## src/rtl/fetch_stage.sv

```systemverilog
`default_nettype none
// +--------------------------------------------------------------------------+
// | fetch_stage : PC holder, icache line requester and instruction pusher    |
// |               feeding the instruction buffer, with mispredict redirect.  |
// | Revision    : 1.0                                                        |
// +--------------------------------------------------------------------------+

package fetch_stage_pkg;
    typedef struct packed {
        logic [31:0] inst;
        logic [31:0] pc;
        logic [31:0] npc;
    } fetch_packet_t;
endpackage

module fetch_stage #(
    parameter int          FETCH_WIDTH = 4,
    parameter logic [31:0] RESET_PC    = 32'h0
) (
    input  logic                                              clock,
    input  logic                                              reset,
    input  logic                                              redirect_valid,
    input  logic [31:0]                                       redirect_pc,
    input  logic [$clog2(FETCH_WIDTH+1)-1:0]                  ib_available_slots,
    output logic [$clog2(FETCH_WIDTH+1)-1:0]                  num_pushes,
    output fetch_stage_pkg::fetch_packet_t [FETCH_WIDTH-1:0]  new_ib_entry,
    output logic                                              icache_req_valid,
    output logic [31:0]                                       icache_req_addr,
    input  logic                                              icache_req_ready,
    input  logic                                              icache_resp_valid,
    input  logic [32*FETCH_WIDTH-1:0]                         icache_resp_data,
    output logic [31:0]                                       fetch_pc_dbg,
    output logic [1:0]                                        state_dbg
);

    localparam int LINE_BYTES = 4 * FETCH_WIDTH;
    localparam int OB         = $clog2(LINE_BYTES);
    localparam int OW         = OB - 2;
    localparam int CW         = $clog2(FETCH_WIDTH + 1);

    localparam logic [1:0] S_REQ     = 2'd0;
    localparam logic [1:0] S_WAIT    = 2'd1;
    localparam logic [1:0] S_DELIVER = 2'd2;
    localparam logic [1:0] S_DISCARD = 2'd3;

    logic [31:0]                  pc_q, pc_d;
    logic [1:0]                   state_q, state_d;
    logic [CW-1:0]                rem_q, rem_d;
    logic [FETCH_WIDTH-1:0][31:0] line_q, line_d;

    logic [CW-1:0] push_cnt;
    logic [31:0]   base_addr;
    logic [OW-1:0] offset;
    logic          unused_pc_bits;

    assign base_addr      = {pc_q[31:OB], {OB{1'b0}}};
    assign offset         = pc_q[OB-1:2];
    assign unused_pc_bits = ^redirect_pc[1:0];

    always_comb begin
        state_d          = state_q;
        pc_d             = pc_q;
        rem_d            = rem_q;
        line_d           = line_q;
        push_cnt         = '0;
        icache_req_valid = 1'b0;

        case (state_q)
            S_REQ: begin
                icache_req_valid = 1'b1;
                if (icache_req_ready) state_d = S_WAIT;
            end
            S_WAIT: begin
                if (icache_resp_valid) begin
                    line_d  = icache_resp_data;
                    rem_d   = CW'(FETCH_WIDTH) - CW'(offset);
                    state_d = S_DELIVER;
                end
            end
            S_DELIVER: begin
                push_cnt = (ib_available_slots < rem_q) ? ib_available_slots : rem_q;
                pc_d     = pc_q + (32'(push_cnt) << 2);
                rem_d    = rem_q - push_cnt;
                if (push_cnt == rem_q) state_d = S_REQ;
            end
            default: begin
                if (icache_resp_valid) state_d = S_REQ;
            end
        endcase

        // A response arriving alongside the redirect is consumed and dropped,
        // so DISCARD only persists while that response is still outstanding.
        if (redirect_valid) begin
            push_cnt = '0;
            pc_d     = {redirect_pc[31:2], 2'b00};
            rem_d    = '0;
            line_d   = line_q;
            case (state_q)
                S_REQ:     state_d = icache_req_ready  ? S_DISCARD : S_REQ;
                S_WAIT:    state_d = icache_resp_valid ? S_REQ     : S_DISCARD;
                S_DELIVER: state_d = S_REQ;
                default:   state_d = icache_resp_valid ? S_REQ     : S_DISCARD;
            endcase
        end

        if (reset) begin
            icache_req_valid = 1'b0;
            push_cnt         = '0;
        end
    end

    always_comb begin
        new_ib_entry = '0;
        for (int i = 0; i < FETCH_WIDTH; i++) begin
            if (CW'(i) < push_cnt) begin
                new_ib_entry[i].inst = line_q[offset + OW'(i)];
                new_ib_entry[i].pc   = pc_q + (32'(i) << 2);
                new_ib_entry[i].npc  = pc_q + (32'(i) << 2) + 32'd4;
            end
        end
    end

    always_ff @(posedge clock) begin
        if (reset) begin
            pc_q    <= RESET_PC;
            state_q <= S_REQ;
            rem_q   <= '0;
            line_q  <= '0;
        end else begin
            pc_q    <= pc_d;
            state_q <= state_d;
            rem_q   <= rem_d;
            line_q  <= line_d;
        end
    end

    assign num_pushes      = push_cnt;
    assign icache_req_addr = base_addr;
    assign fetch_pc_dbg    = pc_q;
    assign state_dbg       = state_q;

endmodule
`default_nettype wire

```

## config.mk

```make
export PLATFORM = sky130hd
export DESIGN_NAME = fetch_stage
export DESIGN_NICKNAME = d
export VERILOG_FILES = /design/src/rtl/fetch_stage.sv
export SDC_FILE = /design/constraint.sdc
export NUM_CORES = 1
export LEC_CHECK = 0
export CORE_AREA = 10 10 239 286
export DETAILED_ROUTE_END_ITERATION = 10
export DIE_AREA = 0 0 249 296
export PLACE_DENSITY_LB_ADDON = 0.2
export SYNTH_ARGS = -nofsm -noshare
export SYNTH_HDL_FRONTEND = slang
export SYNTH_SLANG_ARGS = --single-unit
```

## constraint.sdc

```tcl
create_clock -name clock -period 6.3 [get_ports clock]
set_input_delay 1.26 -clock clock [delete_from_list [all_inputs] [get_ports clock]]
set_output_delay 1.26 -clock clock [all_outputs]
set_load 0.1 [all_outputs]
```

# Word-level counts from Yosys, hierarchy flattened
# Cells that the tools add are included.
# W data, S select, Z words.
[word_totals] register_bits=165 out_inout_bits=454 in_bits=168 elab_cells=76
[op_classes] mux=31 n_reduce_logical=8 order_cmp=9 bitwise=1 n_eq_ne=7 n_addsub=12
[ops] cell="$mux W96" count=4
[ops] cell="$bmux W32 S2" count=4
[ops] cell="$mux W32" count=6
[ops] cell="$add A32 B3 Y32 const B" count=4
[ops] cell="$add A32 B4 Y32 const B" count=2
[ops] cell="$add A32 B5 Y32" count=1
[ops] cell="$mux W3" count=5
[ops] cell="$mux W2" count=7
[ops] cell="$lt A2 B3 Y1 const B" count=4
[ops] cell="$ne A3 B3 Y1 const B" count=3
[ops] cell="$lt A1 B3 Y1 const A" count=2
[ops] cell="$lt A2 B3 Y1 const A" count=2
[ops] cell="$pmux W2 S3" count=1
[ops] cell="$pmux W3 S2" count=1
[ops] cell="$add A2 B2 Y2 const B" count=2
[ops] cell="$pmux W2 S2" count=1
[ops] cell="$reduce_and A4 Y1" count=1
[ops] cell="$reduce_bool A2 Y1" count=2
[ops] cell="$reduce_bool A4 Y1" count=1
[ops] cell="$eq A3 B3 Y1" count=1
[ops] cell="$lt A3 B3 Y1" count=1
[ops] cell="$reduce_and A3 Y1" count=1
[ops] cell="$sub A3 B2 Y3 const A" count=1
[ops] cell="$sub A3 B3 Y3" count=1
[ops] cell="9 further kinds" count=10

# Depth between registers and ports, before layout
[logic_depth] ltp_word=7 ltp_mapped=15 depth_no_buf=15

# Least setup slack after synthesis
# OpenSTA, ideal clock, no wires.
[synth_timing] path_kind="reg-to-output" from="register pc_q[3] (netlist: fetch_pc_dbg[3])" to="output port new_ib_entry[312] in the netlist's numbering" t_arrival_ps=7391 slack_ps=-2351 t_required_ps=5040 stages_incl_launch_ff=12 cell_sequence="dfxtp_1 > clkbuf_1 > clkbuf_1 > clkbuf_1 > inv_1 > ha_1 > nand3b_1 > or3_1 > and2_1 > nor4_1 > nand3_1 > o41ai_1"
[synth_lines] element="start: declaration" line="46" rtl="logic [31:0] pc_q, pc_d;"
[synth_lines] element="start signal: assignment" line="130" rtl="pc_q <= pc_d;"
[synth_lines] element="end: declaration" line="26" rtl="output fetch_stage_pkg::fetch_packet_t [FETCH_WIDTH-1:0] new_ib_entry,"

==> run_results.csv <==
group,metric,value,unit
outcome,status,"completed",
synth,synth.top_cell.area_share,21.1,%
drt,ant_nets,0,
synth,synth_most_common_cell,"nand2_1",
power_and_ir_drop,p_per_area,122,nW/um^2
global_route,overflow,0,
clocking,cts_sinks,163,
critical_path,crit_family,"simple AND/OR/NAND/NOR gates",
hold_path,hp-class,"flop to flop",
synth,yosys_warnings,0,
sta,finalHoldViolations,0,
place,dpl.cell_count,3290,
final_layout,final_nets,2670,
clocking,path_clk_slew,0.08,ns
clocking,cts_resized,0,
drt,drtIter0Drc,931,
final_layout,layoutNonFillerInstCount,3324,
clocking,clock_path_buffers,2,
place,place_congestion,0.988,
place,dp_hpwl,68.6,mm
critical_path,critPathArrivalTime,4.81,ns
critical_path,cpPeakStageDelay,0.82,ns
floorplan,pin_count,622,
clocking,ctsRootBufferMaster,"clkbuf_16",
synth,synth-edff-count,0,
clocking,cts_htree_levels,4,
critical_path,cp_cell_sequence,"nand4_2 > or3_1 > a222oi_1 > nand3_1 > or4_1 > nor4_1 > mux2i_4 > buf_12",
floorplan,die_h,296,um
power_and_ir_drop,peakVddDrop,206,uV
drt,num_vias,17200,
synth,ys.flop_type,"dfxtp_1",
global_route,grt_pass1_vias,17700,
critical_path,critPathSlowestCell,"dfxtp_1",
final_layout,drive_above_1_share,27.8,%
clocking,worstSkewPairLatency,0.49,ns
clocking,cts_buffers,17,
sta,finalSetupTns,0,ns
synth,ys_types,73,
job,drv_cap,0,
critical_path,path_max_fanout,11,
drt,drtPass1Iterations,5,
synth,postSynthCellCount,1984,
global_route,grt_max_degree,165,
sta,clock_skew,0.0128,ns
global_route,antenna_found_initial,16,
critical_path,end_kind,"output pin",
synth,netlist_area,15500,um^2
drt,drc,0,
sta,setup_viol,0,
critical_path,crit_type,"flop to output pin",
clocking,cts_tree,"done",
power_and_ir_drop,leakage,8.90,nW
global_route,grtUsageTotal,22.7,%
drt,routed_wl,86.7,mm
floorplan,die_area,73700,um^2
global_route,grt_pass1_wl,125,mm
floorplan,core_region_area,62800,um^2
drt,viasPerCell,5.16,
synth,synth_top_cells_by_area,"dfxtp_1, mux4_2, nand2_1, nor2_1, a21oi_1",
sta,min_period_over_period,96.3,%
floorplan,initial_utilization,24.6,%
sta,rsz0062_at_grt,"no",
critical_path,path_buf_inv,1,
sta,finalCriticalPeriod,6.07,ns
critical_path,startpoint_type,"flop",
synth,avgSynthCellArea,7.80,um^2
clocking,ctsHoldBuffers,0,
drt,wire_per_inst,26.1,um
clocking,postCtsSetupBuffers,0,
floorplan,rows,101,
synth,synth_seq_cells,163,
power_and_ir_drop,p_total,3.26,mW
sta,max_freq,0.165,GHz
final_layout,area_growth,73.0,%
synth,synth.largest_area_cell,"dfxtp_1",
sta,relSlewSlack,26.1,%
sta,tightest_slew,1.11,ns
floorplan,dieWidth,249,um
synth,seq_area_frac_synth,21.1,%
place,io_buffers,597,
critical_path,critPathRequiredTime,5.04,ns
synth,yosys-top-cells-count,"nand2_1, nor2_1, a21oi_1, dfxtp_1",
sta,slew_viol_final,0,
synth,synthArstFlopShare,0,%
-- final cells by class --
cell class	count	area, um^2
Tap cell	824	1030
Timing Repair Buffer	685	10300
Clock buffer	17	425
Antenna cell	2	5.00
Inverter	18	67.6
Fill cell	6151	36000
Clock inverter	15	186
Sequential cell	163	3270
Multi-Input combinational cell	1600	11400
-- registers in the layout, summed over array words and instances (netlist names) --
register	flops
fetch_pc_dbg	30
state_dbg	2
rem_q	3
line_q	128
-- cells by family (layout without fill, tap and decap cells) --
group,Yosys count,count (layout),synth area share [%]
compound gates,249,249,9.40
xor+xnor,138,138,7.81
simple gates,1026,1026,32.7
flops,163,163,21.1
mux,148,148,20.0
fa+ha+maj,17,17,1.47
buf+inv,242,735,7.50
other cells,1,24,0.0242
-- routing by layer --
layer	wire (um)	up-vias	track usage, %
met5	198	-	0
met4	3560	28	9.62
met3	8350	152	9.16
met2	44500	737	41.2
met1	30100	8392	22.7
li1	-	7844	-
-- worst reg2reg max path: stages (launching register included) --
cell	delay [ns]
dfxtp_4	0.56
buf_12	0.65
ha_1	0.46
inv_1	0.06
fa_1	0.38
nor2b_1	0.16
o211a_1	0.34
nor4b_1	0.39
buf_4	0.23
nand4_1	0.12
xnor2_1	0.18
mux2i_1	0.15
nor2_1	0.05
-- per-stage QoR --
step	hold WS (ns)	instance area, um^2	util, %	setup slack (ns)
floorplan	0.463	15800	-	0.0317
global placement	0.475	26100	41.6	0.662
detailed placement	0.486	26100	41.6	0.621
CTS	0.499	26800	42.6	0.0669
global route	0.526	26800	42.6	0.00457
finish	0.499	26800	42.6	0.234
-- cells in the final DEF, fill, tap and decap left out, types with 9 or more instances in the layout --
master	count
buf_12	371
nand2_1	334
nor2_1	244
clkdlybuf4s50_1	225
a21oi_1	161
dfxtp_1	160
mux4_2	128
nor2b_1	98
and2_1	90
buf_4	89
xnor2_1	83
xor2_1	55
nor3_1	44
nor4_1	40
nand3_1	29
nand4_1	22
conb_1	22
clkbuf_16	17
o21ai_0	16
or3_1	16
inv_1	15
ha_1	14
nor3_2	12
o31a_1	11
or4_1	9
-- report_power, final --
part	internal (mW)	switching [mW]	leakage (nW)
Clock	0.605	0.544	0.307
Sequential	1.07	0.0877	1.33
Combinational	0.344	0.608	7.27
-- worst paths after layout --
kind	start	slack, ns	to	cells past startpoint
max	fetch_pc_dbg[10]$_SDFFE_PP0P_	0.23	new_ib_entry[125]	8
min	line_q[105]$_SDFFE_PP0P_	0.50	line_q[105]$_SDFFE_PP0P_	2
max reg2reg	fetch_pc_dbg[2]$_SDFFE_PP0P_	2.45	fetch_pc_dbg[30]$_SDFFE_PP0P_	12
min reg2reg	line_q[105]$_SDFFE_PP0P_	0.50	line_q[105]$_SDFFE_PP0P_	2
(Power assumes the default switching activity.)
